===== src/rtl/hamming_pkg.sv =====
// Shared definitions for the 32-bit Hamming SEC-DED codeword (26 data bits)
// and the background scrubber that walks memory protected by it.
package hamming_pkg;

    localparam int CW_WIDTH  = 32;
    localparam int SYN_WIDTH = 5;
    localparam int NUM_CHECK = 5;

    // Check bits sit at the power-of-two positions; bit 0 is overall parity.
    localparam int CHECK_POS [NUM_CHECK] = '{1, 2, 4, 8, 16};

    typedef enum logic [2:0] {
        ST_IDLE,
        ST_RD_REQ,
        ST_RD_WAIT,
        ST_CHECK,
        ST_WR_REQ,
        ST_NEXT
    } scrub_state_e;

    typedef enum logic [1:0] {
        CLEAN,
        SEC,
        DED
    } dec_result_e;

endpackage


===== src/rtl/hamming32t26d_dec.sv =====
// Purely combinational decoder for the 32-bit Hamming SEC-DED codeword.
// The syndrome is the XOR of the indices of all set bits. Odd overall parity
// means a single error at the syndrome position (0 = the parity bit itself).
// Even parity with a non-zero syndrome means a double error.
module hamming32t26d_dec
    import hamming_pkg::*;
(
    input  logic [CW_WIDTH-1:0]  codeword,
    output logic [SYN_WIDTH-1:0] syndrome,
    output dec_result_e          result,
    output logic [CW_WIDTH-1:0]  corrected
);

    logic parity;

    assign parity = ^codeword;

    // Each syndrome bit is the parity over every position its check bit covers.
    always_comb begin
        syndrome = '0;
        for (int k = 0; k < NUM_CHECK; k++) begin
            for (int i = 0; i < CW_WIDTH; i++) begin
                if ((i & CHECK_POS[k]) != 0) begin
                    syndrome[k] = syndrome[k] ^ codeword[i];
                end
            end
        end
    end

    // Classify the word and flip the faulty bit when it is correctable.
    always_comb begin
        result    = CLEAN;
        corrected = codeword;
        if (parity) begin
            result              = SEC;
            corrected[syndrome] = ~codeword[syndrome];
        end else if (syndrome != '0) begin
            result = DED;
        end
    end

endmodule


===== src/rtl/hamming32t26d_scrubber.sv =====
// Background scrubber: every SCRUB_PERIOD enabled idle cycles it reads one
// word, decodes it, rewrites single-error words with the corrected codeword
// and logs double errors. Arbitration against the functional master lives
// outside this block.
// Optional macro SCRUB_WRITEBACK_EN: when defined, single errors are written
// back; when undefined the block is report-only (no writes, mem_we_o and
// mem_wdata_o held at 0, single errors still counted).
module hamming32t26d_scrubber
    import hamming_pkg::*;
#(
    parameter int ADDR_WIDTH   = 8,
    parameter int MEM_DEPTH    = 256,
    parameter int SCRUB_PERIOD = 1024,
    parameter int CNT_WIDTH    = 16
) (
    input  logic                  clk_i,
    input  logic                  rstn_i,
    input  logic                  enable_i,
    input  logic                  clear_i,
    output logic                  mem_req_o,
    output logic                  mem_we_o,
    output logic [ADDR_WIDTH-1:0] mem_addr_o,
    output logic [CW_WIDTH-1:0]   mem_wdata_o,
    input  logic                  mem_gnt_i,
    input  logic                  mem_rvalid_i,
    input  logic [CW_WIDTH-1:0]   mem_rdata_i,
    output logic [CNT_WIDTH-1:0]  sec_count_o,
    output logic [CNT_WIDTH-1:0]  ded_count_o,
    output logic [ADDR_WIDTH-1:0] ded_addr_o,
    output logic                  ded_irq_o,
    output logic                  pass_done_o,
    output logic                  busy_o
);

    localparam int TIMER_W = $clog2(SCRUB_PERIOD + 1);
    localparam logic [TIMER_W-1:0]    TIMER_LAST = TIMER_W'(SCRUB_PERIOD - 1);
    localparam logic [ADDR_WIDTH-1:0] PTR_LAST   = ADDR_WIDTH'(MEM_DEPTH - 1);

    scrub_state_e          state;
    logic [TIMER_W-1:0]    timer;
    logic [ADDR_WIDTH-1:0] ptr;
    logic [CW_WIDTH-1:0]   rdata_q;
    logic                  mem_req_q;
    logic [ADDR_WIDTH-1:0] mem_addr_q;
    logic [CNT_WIDTH-1:0]  sec_q;
    logic [CNT_WIDTH-1:0]  ded_q;
    logic [ADDR_WIDTH-1:0] ded_addr_q;
    logic                  irq_q;
    logic                  pass_done_q;

    logic [SYN_WIDTH-1:0]  dec_syndrome;
    dec_result_e           dec_result;
    logic [CW_WIDTH-1:0]   dec_corrected;
    logic                  unused_dec;

`ifdef SCRUB_WRITEBACK_EN
    logic                  we_q;
    logic [CW_WIDTH-1:0]   wdata_q;
`endif

    hamming32t26d_dec u_dec (
        .codeword  (rdata_q),
        .syndrome  (dec_syndrome),
        .result    (dec_result),
        .corrected (dec_corrected)
    );

    // Scrub sequencer: pacing timer, memory handshake, decode bookkeeping.
    // The clear at the bottom overrides any same-cycle counter or flag update.
    always_ff @(posedge clk_i or negedge rstn_i) begin
        if (!rstn_i) begin
            state       <= ST_IDLE;
            timer       <= '0;
            ptr         <= '0;
            rdata_q     <= '0;
            mem_req_q   <= 1'b0;
            mem_addr_q  <= '0;
            sec_q       <= '0;
            ded_q       <= '0;
            ded_addr_q  <= '0;
            irq_q       <= 1'b0;
            pass_done_q <= 1'b0;
`ifdef SCRUB_WRITEBACK_EN
            we_q        <= 1'b0;
            wdata_q     <= '0;
`endif
        end else begin
            pass_done_q <= 1'b0;
            case (state)
                ST_IDLE: begin
                    if (!enable_i) begin
                        timer <= '0;
                    end else if (timer == TIMER_LAST) begin
                        timer      <= '0;
                        state      <= ST_RD_REQ;
                        mem_req_q  <= 1'b1;
                        mem_addr_q <= ptr;
`ifdef SCRUB_WRITEBACK_EN
                        we_q       <= 1'b0;
`endif
                    end else begin
                        timer <= timer + TIMER_W'(1);
                    end
                end
                ST_RD_REQ: begin
                    if (mem_gnt_i) begin
                        mem_req_q <= 1'b0;
                        state     <= ST_RD_WAIT;
                    end
                end
                ST_RD_WAIT: begin
                    if (mem_rvalid_i) begin
                        rdata_q <= mem_rdata_i;
                        state   <= ST_CHECK;
                    end
                end
                ST_CHECK: begin
                    state <= ST_NEXT;
                    case (dec_result)
                        SEC: begin
                            if (sec_q != '1) begin
                                sec_q <= sec_q + CNT_WIDTH'(1);
                            end
`ifdef SCRUB_WRITEBACK_EN
                            wdata_q   <= dec_corrected;
                            we_q      <= 1'b1;
                            mem_req_q <= 1'b1;
                            state     <= ST_WR_REQ;
`endif
                        end
                        DED: begin
                            if (ded_q != '1) begin
                                ded_q <= ded_q + CNT_WIDTH'(1);
                            end
                            ded_addr_q <= ptr;
                            irq_q      <= 1'b1;
                        end
                        default: begin
                        end
                    endcase
                end
                ST_WR_REQ: begin
                    if (mem_gnt_i) begin
                        mem_req_q <= 1'b0;
`ifdef SCRUB_WRITEBACK_EN
                        we_q      <= 1'b0;
`endif
                        state     <= ST_NEXT;
                    end
                end
                ST_NEXT: begin
                    if (ptr == PTR_LAST) begin
                        ptr         <= '0;
                        pass_done_q <= 1'b1;
                    end else begin
                        ptr <= ptr + ADDR_WIDTH'(1);
                    end
                    state <= ST_IDLE;
                end
                default: begin
                    state <= ST_IDLE;
                end
            endcase

            if (clear_i) begin
                sec_q      <= '0;
                ded_q      <= '0;
                ded_addr_q <= '0;
                irq_q      <= 1'b0;
            end
        end
    end

    assign mem_req_o   = mem_req_q;
    assign mem_addr_o  = mem_addr_q;
    assign sec_count_o = sec_q;
    assign ded_count_o = ded_q;
    assign ded_addr_o  = ded_addr_q;
    assign ded_irq_o   = irq_q;
    assign pass_done_o = pass_done_q;
    assign busy_o      = (state != ST_IDLE);

`ifdef SCRUB_WRITEBACK_EN
    assign mem_we_o    = we_q;
    assign mem_wdata_o = wdata_q;
    assign unused_dec  = ^dec_syndrome;
`else
    assign mem_we_o    = 1'b0;
    assign mem_wdata_o = '0;
    assign unused_dec  = ^{dec_syndrome, dec_corrected};
`endif

endmodule

===== config.mk =====
export PLATFORM = sky130hd
export DESIGN_NAME = hamming32t26d_scrubber
export DESIGN_NICKNAME = d
export VERILOG_FILES = /design/src/rtl/hamming_pkg.sv /design/src/rtl/hamming32t26d_dec.sv /design/src/rtl/hamming32t26d_scrubber.sv
export SDC_FILE = /design/constraint.sdc
export NUM_CORES = 1
export LEC_CHECK = 0
export ABC_AREA = 1
export CORE_MARGIN = 4
export CORE_UTILIZATION = 55
export CTS_CLUSTER_DIAMETER = 40
export DETAILED_ROUTE_END_ITERATION = 10
export PLACE_DENSITY = 0.84
export RECOVER_POWER = 50
export SLEW_MARGIN = 20
export SYNTH_ARGS = -nofsm -noshare
export SYNTH_HDL_FRONTEND = slang
export SYNTH_SLANG_ARGS = --single-unit

===== constraint.sdc =====
create_clock -name clk_i -period 2.9 [get_ports clk_i]
set_input_delay 0.435 -clock clk_i [delete_from_list [all_inputs] [get_ports clk_i]]
set_output_delay 0.435 -clock clk_i [all_outputs]
set_load 0.05 [all_outputs]

==> impl_metrics.json, run 1 <==
{
  "status": "finished with violations",
  "violations": "max-capacitance violations, max-slew violations",
  "path_cells": "nor2_1, inv_1, nor2_2, inv_2, clkdlybuf4s50_1",
  "synth_xor_xnor_area_share": 0.0496,
  "grtUsageMet1": 0.303,
  "overflow": 0,
  "hp-class": "register to register",
  "hold_buffers": 0,
  "cp.depth": 5,
  "synthSimpleGateAreaFrac": 0.342,
  "clock-sinks": 105,
  "synthTopCellsByArea": "dfrtp_1 (40%), nand2_1 (16%), inv_1 (6.0%)",
  "hold_depth": 2,
  "rsz0062_at_grt": "false",
  "hold_violations": 0,
  "num_antenna_cells": 0,
  "timing.fmax_mhz": 372,
  "path_class": "register to output port",
  "busiest_layer": "met2",
  "drt-pass1-iter-count": 6,
  "cp.buffers_inverters": 3,
  "fin_nets": 1046,
  "whs_ns": 0.490,
  "cts_root_buf": "clkbuf_16",
  "final_antenna_net_count": 0,
  "synthArstFlopShare": 1.00,
  "start_kind": "register",
  "post-dp-hpwl_mm": 11.0,
  "drt_wl_total_mm": 14.8,
  "layout-drive-gt1-share": 0.0605,
  "arrival_ns": 2.25,
  "wl_per_cell_um": 12.8,
  "initial_core_util": 0.567,
  "cp-startpoint": "state[1]$_DFFE_PN0P_",
  "synth_top_area_share": 0.402,
  "synth.distinct_cells": 38,
  "cts_resized": 0,
  "timing.rr.start": "rdata_q[11]$_DFFE_PN0P_",
  "crit_fanout": 8,
  "drc": 0,
  "yosysTopAreaCell": "dfrtp_1",
  "die_h_um": 117,
  "finClkSkew_ns": 0.00766,
  "gr-usage-all-layers": 0.225,
  "critPathTopFamily": "buffers and inverters",
  "synth_edf_count": 0,
  "vdd_ir_drop_max_v": 0.000804,
  "tritoncts": "built",
  "synthAdderAreaFrac": 0.00766,
  "clkTransAtPathRegs_ns": 0.07,
  "area_delta_synth_final_pct": 18.3,
  "syn_area_sq_um": 6540,
  "worst_ep_required_time_ns": 2.47,
  "p_leak_uw": 0.00391,
  "met2_usage": 0.363,
  "slew_headroom": -0.594,
  "grt_start_max_net_pins": 45,
  "antenna_found_initial": 0,
  "nFillCells": 985,
  "worst_slack_ns": 0.215,
  "coreArea_sq_um": 11500,
  "dp_worst_setup_slack_ns": 0.505,
  "synth_top_family_by_area": "simple AND/OR/NAND/NOR gates",
  "dr.first_iter.drc_count": 357,
  "htreeDepth": 3,
  "final-setup-viol-count": 0,
  "crit_slowest_cell": "clkdlybuf4s50_1",
  "p_per_area_nw_per_um2": 909,
  "drv_cap": 1,
  "numCtsBuffers": 9,
  "muxShareOfSynthArea": 0.00862,
  "report.final.slew_viol_count": 45,
  "tns_ns": 0,
  "reg2reg_depth": 13,
  "viasPerCell": 5.20,
  "grt_pass1_wl_mm": 24.7,
  "first_global_vias": 5586,
  "rows": 39,
  "dieArea_sq_um": 13700,
  "gp_congestion": 0.934,
  "slowest_delay_ns": 0.73,
  "post_cts_buffers": 0,
  "vias": 5992,
  "period_minus_slack_ns": 2.69,
  "ys_ff_latch": 105,
  "insertion_delay_ns": 0.36,
  "synthesis.instances": 917,
  "io_pins": 123,
  "worstMarginPinSlew_ns": 2.39,
  "port_buffers": 89,
  "hold_path_startpoint": "mem_addr_o[5]$_DFFE_PN0P_",
  "die_width_um": 117,
  "yosys_warnings": 0,
  "period_share": 0.926,
  "grtUsageMet3": 0.0509,
  "endpoint_kind": "output port",
  "syn_area_per_cell_sq_um": 7.13,
  "clockBufferDepth": 2,
  "ys_seq_area_frac": 0.402,
  "synthFlopType": "dfrtp_1",
  "synth_compound_area_frac": 0.0697
}
cells by family after synthesis:
group,Yosys count
buf+inv,166
xor+xnor,37
fa+ha+maj,4
flops,105
other cells,1
simple gates,515
mux,5
compound gates,84
worst reg2reg max path: stages (launching register included):
cell,delay [ns]
dfrtp_1,0.47
xnor2_1,0.34
nand2_1,0.10
nand2_1,0.10
nand2_1,0.07
nand2_2,0.07
nand2_1,0.06
nand2_2,0.08
nand2_2,0.08
nand2_1,0.09
nand2_2,0.06
nor2_4,0.37
nand2_2,0.22
o21ai_1,0.22
power by group:
| group | total (uW) | switching (uW) | internal, uW |
|---|---|---|---|
| Combinational | 3680 | 2430 | 1250 |
| Sequential | 2040 | 305 | 1740 |
| Clock | 1300 | 603 | 694 |
| Total | 7020 | 3340 | 3690 |
flip-flops by register name (all words and copies together), names as in the netlist, 3 cells and up:
signal	flops
ded_count_o	16
sec_count_o	16
state	3
ptr	8
rdata_q	32
ded_addr_o	8
mem_addr_o	8
timer	11
Yosys cell counts, types with 12 or more instances:
cell type / n
a21oi_1: 33
buf_4: 33
dfrtp_1: 105
inv_1: 104
nand2_1: 283
nand2_2: 12
nand3_1: 75
nand4_1: 27
nor2_1: 81
nor3_1: 15
o21ai_0: 22
o21ai_1: 12
xnor2_1: 12
xor2_1: 25
final timing paths:
path,end,slack (ns)
setup / recovery,busy_o,0.21
hold reg to reg,mem_addr_o[5]$_DFFE_PN0P_,0.49
min in group asynchronous,rdata_q[18]$_DFFE_PN0P_,0.78
max in group asynchronous,mem_addr_o[5]$_DFFE_PN0P_,0.52
hold / removal,mem_addr_o[5]$_DFFE_PN0P_,0.49
setup reg to reg,ded_addr_o[7]$_DFFE_PN0P_,0.49
area by class of cell:
class / instances / area (sq um) / area share
Clock buffer: 9 / 225 / 0.0291
Clock inverter: 7 / 92.6 / 0.0120
Inverter: 112 / 420 / 0.0544
Multi-Input combinational cell: 678 / 3240 / 0.420
Sequential cell: 105 / 2630 / 0.340
Tap cell: 143 / 179 / 0.0232
Timing Repair Buffer: 98 / 941 / 0.122
placed cells by master, fill, tap and decap left out, types with 2 or more instances in the layout:
| master | count |
|---|---|
| a31oi_1 | 3 |
| o21ai_1 | 12 |
| conb_1 | 33 |
| nor4_1 | 7 |
| clkbuf_2 | 2 |
| nand2_4 | 2 |
| clkbuf_16 | 9 |
| xor2_1 | 25 |
| inv_1 | 104 |
| xnor2_1 | 12 |
| inv_6 | 3 |
| nor2_4 | 2 |
| o31ai_1 | 5 |
| dfrtp_1 | 105 |
| nand3_2 | 2 |
| nand3_1 | 75 |
| nand3b_1 | 3 |
| nand2_1 | 283 |
| nor2_1 | 81 |
| ha_1 | 4 |
| clkbuf_1 | 2 |
| inv_2 | 8 |
| o21ai_0 | 22 |
| or2_2 | 2 |
| nand2_2 | 12 |
| nor3_1 | 15 |
| nor2_2 | 2 |
| buf_4 | 5 |
| a21oi_1 | 33 |
| nand4_1 | 27 |
| o22ai_1 | 5 |
| clkdlybuf4s50_1 | 88 |
| mux2_2 | 5 |
routing by layer:
| layer | vias to the layer above | part of all wire | wire, um |
|---|---|---|---|
| li1 | 3043 | - | - |
| met1 | 2791 | 0.46 | 6720 |
| met2 | 137 | 0.48 | 7140 |
| met3 | 21 | 0.045 | 671 |
| met4 | 0 | 0.015 | 221 |
| met5 | - | 0 | 0 |
through the flow:
| stage | util | std cells | total power [uW] | instance area, sq um |
|---|---|---|---|---|
| 2_1_floorplan | - | 949 | 5030 | 6660 |
| 3_3_place_gp | 0.645 | 1136 | 5600 | 7430 |
| 3_5_place_dp | 0.645 | 1136 | 5720 | 7430 |
| 4_1_cts | 0.673 | 1152 | 7050 | 7750 |
| 5_1_grt | 0.671 | 1152 | 7730 | 7730 |
| 6_report | 0.671 | 1152 | 7020 | 7730 |
Note: power is estimated with default switching activity, not from simulation.
==> run 2, diff against run 1 <==
--- a/config.mk
+++ b/config.mk
@@ -7,11 +7,12 @@
 export LEC_CHECK = 0
 export ABC_AREA = 1
 export CORE_MARGIN = 4
-export CORE_UTILIZATION = 55
+export CORE_UTILIZATION = 53
 export CTS_CLUSTER_DIAMETER = 40
 export DETAILED_ROUTE_END_ITERATION = 10
-export PLACE_DENSITY = 0.84
+export PLACE_DENSITY = 0.81
 export RECOVER_POWER = 50
+export REMOVE_ABC_BUFFERS = 1
 export SLEW_MARGIN = 20
 export SYNTH_ARGS = -nofsm -noshare
 export SYNTH_HDL_FRONTEND = slang
==> constraint.sdc (replaced) <==
create_clock -name clk_i -period 2.85 [get_ports clk_i]
set_input_delay 0.4275 -clock clk_i [delete_from_list [all_inputs] [get_ports clk_i]]
set_output_delay 0.4275 -clock clk_i [all_outputs]
set_load 0.05 [all_outputs]
==> impl_metrics.json, run 2 (synthesized netlist as in run 1, its figures left out) <==
{
  "status": "finished with violations",
  "violations": "max-capacitance violations, max-slew violations",
  "finClkSkew_ns": 0.00495,
  "grt_start_max_net_pins": 106,
  "io_pins": 123,
  "cts_root_buf": "clkbuf_16",
  "drv_cap": 1,
  "period_share": 0.924,
  "nFillCells": 1053,
  "insertion_delay_ns": 0.36,
  "p_int_uw": 3690,
  "num_antenna_cells": 0,
  "drt-pass1-iter-count": 5,
  "crit_fanout": 8,
  "tritoncts": "built",
  "period_minus_slack_ns": 2.63,
  "antenna_found_initial": 0,
  "layout-drive-gt1-share": 0.0596,
  "path_cells": "nor2_1, inv_1, nor2_2, inv_2, clkdlybuf4s50_1",
  "cts_resized": 0,
  "switching_share": 0.475,
  "post-dp-hpwl_mm": 10.3,
  "rsz0062_at_grt": "false",
  "worst_slack_ns": 0.216,
  "clkTransAtPathRegs_ns": 0.07,
  "hp-class": "register to register",
  "drt_wl_total_mm": 13.8,
  "final_common_cell": "nand2_1",
  "whs_ns": 0.499,
  "die_width_um": 119,
  "clockBufferDepth": 2,
  "port_buffers": 89,
  "final_antenna_net_count": 0,
  "numCtsBuffers": 9,
  "dieArea_sq_um": 14200,
  "p_per_area_nw_per_um2": 908,
  "fin_nets": 1044,
  "vias": 5826,
  "largest_register_ffs": 32,
  "pwr-share-comb": 0.527,
  "drc": 0,
  "slowest_delay_ns": 0.73,
  "p_leak_uw": 0.00390,
  "final_cell_mix": "nand2_1 (283), dfrtp_1 (105), inv_1 (104)",
  "hold_buffers": 0,
  "switchingPower_uw": 3340,
  "wl_per_cell_um": 11.8,
  "timing.fmax_mhz": 380,
  "arrival_ns": 2.21,
  "dr.first_iter.drc_count": 343,
  "top_register": "rdata_q",
  "seq_power_share": 0.296,
  "hold_violations": 0,
  "initial_core_util": 0.542,
  "worstMarginPinSlew_ns": 2.27,
  "report.final.slew_viol_count": 106,
  "final-setup-viol-count": 0,
  "gr-usage-all-layers": 0.201,
  "multiInputGateArea_sq_um": 3240,
  "first_global_vias": 5341,
  "endpoint_kind": "output port",
  "start_kind": "register",
  "crit_slowest_cell": "clkdlybuf4s50_1",
  "viasPerCell": 4.96,
  "coreArea_sq_um": 12100,
  "rows": 40,
  "slew_headroom": -0.512,
  "post_cts_buffers": 0,
  "total_power_uw": 7030,
  "overflow": 0,
  "path_class": "register to output port",
  "worst_ep_required_time_ns": 2.42,
  "die_h_um": 119,
  "dp_worst_setup_slack_ns": 0.545,
  "grt_pass1_wl_mm": 23.7,
  "seq_area_sq_um": 2630,
  "vdd_ir_drop_max_v": 0.000508,
  "clockPowerShare": 0.177,
  "clock-sinks": 105,
  "tns_ns": 0,
  "htreeDepth": 3,
  "gp_congestion": 0.854,
  "area_delta_synth_final_pct": 18.4
}
==> run 2: cell count changes in the layout (fill, tap and decap cells not counted) <==
cell | before | now
clkbuf_1 | 2 | 1
clkbuf_2 | 2 | 0
bufinv_16 | 1 | 0
inv_6 | 3 | 2
clkbuf_8 | 0 | 1
inv_8 | 1 | 2
clkbuf_4 | 0 | 1
==> run 2: area by class of cell <==
cell class / count / area share
flip-flops and latches: 105 / 0.339
clock buffers: 10 / 0.0309
repair buffers: 96 / 0.121
well taps: 168 / 0.0272
inverters: 112 / 0.0543
multi-input cells: 678 / 0.419
clock inverters: 6 / 0.00841
==> run 2: worst paths after layout <==
check,startpoint,to,slack [ns],cells after the start
max in group asynchronous,rstn_i,timer[3]$_DFFE_PN0P_,0.64,2
max reg2reg,rdata_q[23]$_DFFE_PN0P_,ded_addr_o[2]$_DFFE_PN0P_,0.57,15
max,state[1]$_DFFE_PN0P_,busy_o,0.22,5
min in group asynchronous,rstn_i,rdata_q[26]$_DFFE_PN0P_,0.82,2
min,mem_addr_o[5]$_DFFE_PN0P_,mem_addr_o[5]$_DFFE_PN0P_,0.50,2
min reg2reg,mem_addr_o[5]$_DFFE_PN0P_,mem_addr_o[5]$_DFFE_PN0P_,0.50,2
==> run 2: power by group through the flow <==
stage          logic, uW  registers, uW  clock network [uW]
2_1_floorplan       2970           2070                   0
3_3_place_gp        3620           2080                   0
3_5_place_dp        3700           2100                   0
4_1_cts             3710           2070                1280
5_1_grt             4310           2130                1350
6_report            3710           2080                1240
==> run 2: through the flow <==
stage,area [sq um],util,instances
detailed placement,7460,0.618,1159
floorplan,6290,-,895
global route,7740,0.642,1175
finish,7740,0.642,1175
CTS,7760,0.644,1175
global placement,7460,0.618,1159
==> run 2: critical path, delay by kind of cell (launching register included) <==
| kind | cells | cell delay, ns |
|---|---|---|
| buffers and inverters | 3 | 0.96 |
| DFF | 1 | 0.42 |
| and+or+nand+nor | 2 | 0.46 |
==> run 2: per-layer routing <==
layer,track usage,vias to the layer above,part of all wire
met3,0.0503,9,0.044
met5,0,-,0
met4,0.0500,0,0.0096
met1,0.261,2680,0.47
met2,0.337,110,0.48
li1,-,3027,-
==> run 3, diff against run 2 <==
--- a/config.mk
+++ b/config.mk
@@ -8,7 +8,7 @@
 export ABC_AREA = 1
 export CORE_MARGIN = 4
 export CORE_UTILIZATION = 53
-export CTS_CLUSTER_DIAMETER = 40
+export CTS_CLUSTER_DIAMETER = 100
 export DETAILED_ROUTE_END_ITERATION = 10
 export PLACE_DENSITY = 0.81
 export RECOVER_POWER = 50
==> constraint.sdc (replaced) <==
create_clock -name clk_i -period 2.85 [get_ports clk_i]
set_input_delay 0.4275 -clock clk_i [delete_from_list [all_inputs] [get_ports clk_i]]
set_output_delay 0.4275 -clock clk_i [all_outputs]
set_load 0.02 [all_outputs]
==> impl_metrics.json, run 3 (synthesized netlist as in run 1, its figures left out) <==
{
  "timing.fmax_mhz": 396,
  "worstMarginPinSlew_ns": 2.10,
  "htreeDepth": 3,
  "cts_root_buf": "clkbuf_16",
  "die_h_um": 119,
  "clkTransAtPathRegs_ns": 0.07,
  "report.final.slew_viol_count": 36,
  "dr.first_iter.drc_count": 412,
  "coreArea_sq_um": 12100,
  "grt_pass1_wl_mm": 24.8,
  "top_register": "rdata_q",
  "gr-usage-all-layers": 0.210,
  "finClkSkew_ns": 0.00525,
  "endpoint_kind": "output port",
  "io_pins": 123,
  "hold-path-endpoint": "mem_addr_o[5]$_DFFE_PN0P_",
  "post-dp-hpwl_mm": 10.7,
  "nFillCells": 1059,
  "overflow": 0,
  "status": "finished with violations",
  "p_leak_uw": 0.00392,
  "final-setup-viol-count": 0,
  "worstReg2RegEnd": "ded_addr_o[5]$_DFFE_PN0P_",
  "die_width_um": 119,
  "arrival_ns": 2.10,
  "slew_headroom": -0.400,
  "path_class": "register to output port",
  "layout-drive-gt1-share": 0.0585,
  "final_common_cell": "nand2_1",
  "timing.rr.start": "rdata_q[23]$_DFFE_PN0P_",
  "dieArea_sq_um": 14200,
  "wl_per_cell_um": 12.1,
  "numCtsBuffers": 9,
  "post_cts_buffers": 0,
  "clock-sinks": 105,
  "area_delta_synth_final_pct": 18.8,
  "vdd_ir_drop_max_v": 0.000548,
  "start_kind": "register",
  "gp_congestion": 0.854,
  "final_cell_mix": "nand2_1 (283), dfrtp_1 (105), inv_1 (104)",
  "final_antenna_net_count": 0,
  "drt_wl_total_mm": 14.2,
  "p_per_area_nw_per_um2": 902,
  "insertion_delay_ns": 0.36,
  "r2r_setup_slack_ns": 0.51,
  "viasPerCell": 5.00,
  "period_share": 0.886,
  "rsz0062_at_grt": "false",
  "hold_depth": 2,
  "port_buffers": 89,
  "reg2reg_depth": 15,
  "vias": 5877,
  "crit_fanout": 8,
  "rows": 40,
  "period_minus_slack_ns": 2.53,
  "drv_cap": 1,
  "first_global_vias": 5636,
  "num_antenna_cells": 0,
  "worst_ep_required_time_ns": 2.42,
  "clockBufferDepth": 2,
  "hold_violations": 0,
  "violations": "max-capacitance violations, max-slew violations",
  "hold_path_startpoint": "mem_addr_o[5]$_DFFE_PN0P_",
  "fin_nets": 1045,
  "largest_register_ffs": 32,
  "antenna_found_initial": 0,
  "initial_core_util": 0.542,
  "cts_resized": 0,
  "drc": 0,
  "hp-class": "register to register",
  "drt-pass1-iter-count": 6,
  "total_power_uw": 7000,
  "grt_start_max_net_pins": 52,
  "tns_ns": 0,
  "tritoncts": "built",
  "hold_buffers": 0
}
-- run 3: cell count changes in the layout (fill, tap and decap cells not counted), sizes merged --
cell,change
clkdlybuf4s50,-5
dlygate4sd3,+5
bufinv,+1
clkbuf,+1
clkinv,-1
-- run 3: final cells by class --
class / count / area (sq um) / area share
clock buffers: 10 / 229 / 0.0295
flip-flops and latches: 105 / 2630 / 0.338
clock inverters: 6 / 81.3 / 0.0105
multi-input cells: 678 / 3240 / 0.418
well taps: 168 / 210 / 0.0271
inverters: 112 / 420 / 0.0542
repair buffers: 97 / 951 / 0.123
-- run 3: report_power, final --
group | internal (uW) | switching [uW] | leakage [uW] | total [uW]
registers | 1770 | 310 | 0.00136 | 2080
clock network | 702 | 585 | 0.000151 | 1290
logic | 1280 | 2350 | 0.00241 | 3630
total | 3750 | 3250 | 0.00392 | 7000
-- run 3: worst max-delay path by stage --
| stage | slack [ns] | cells past startpoint | start | end |
|---|---|---|---|---|
| floorplan | 0.48 | 3 | state[2]$_DFFE_PN0P_ | rdata_q[10]$_DFFE_PN0P_ |
| detailed placement | 0.54 | 15 | rdata_q[23]$_DFFE_PN0P_ | ded_addr_o[2]$_DFFE_PN0P_ |
| finish | 0.32 | 5 | state[1]$_DFFE_PN0P_ | busy_o |
| CTS | 0.32 | 5 | state[1]$_DFFE_PN0P_ | busy_o |
| global route | 0.16 | 5 | state[1]$_DFFE_PN0P_ | busy_o |
| global placement | 0.61 | 15 | rdata_q[23]$_DFFE_PN0P_ | ded_addr_o[4]$_DFFE_PN0P_ |
-- run 3: through the flow --
| stage | worst slack [ns] | instance area [sq um] | cells | utilization | hold slack (ns) |
|---|---|---|---|---|---|
| floorplan | 0.482 | 6290 | 895 | - | 0.132 |
| global placement | 0.612 | 7470 | 1160 | 0.619 | 0.422 |
| detailed placement | 0.536 | 7470 | 1160 | 0.619 | 0.424 |
| CTS | 0.323 | 7780 | 1176 | 0.645 | 0.0397 |
| global route | 0.156 | 7760 | 1176 | 0.644 | 0.514 |
| finish | 0.324 | 7760 | 1176 | 0.644 | 0.492 |
-- run 3: per-layer routing --
layer | wire [um] | track usage | vias up | part of all wire
met5 | 0 | 0 | - | 0
met4 | 295 | 0.0825 | 0 | 0.021
met3 | 763 | 0.0484 | 23 | 0.054
met2 | 6640 | 0.349 | 144 | 0.47
met1 | 6530 | 0.264 | 2675 | 0.46
li1 | - | - | 3035 | -
-- run 3: critical path, cell delays in order, from the launching register on --
cell             delay, ns
dfrtp_1               0.42
nor2_1                0.19
inv_1                 0.09
nor2_2                0.30
inv_2                 0.16
clkdlybuf4s50_1       0.57
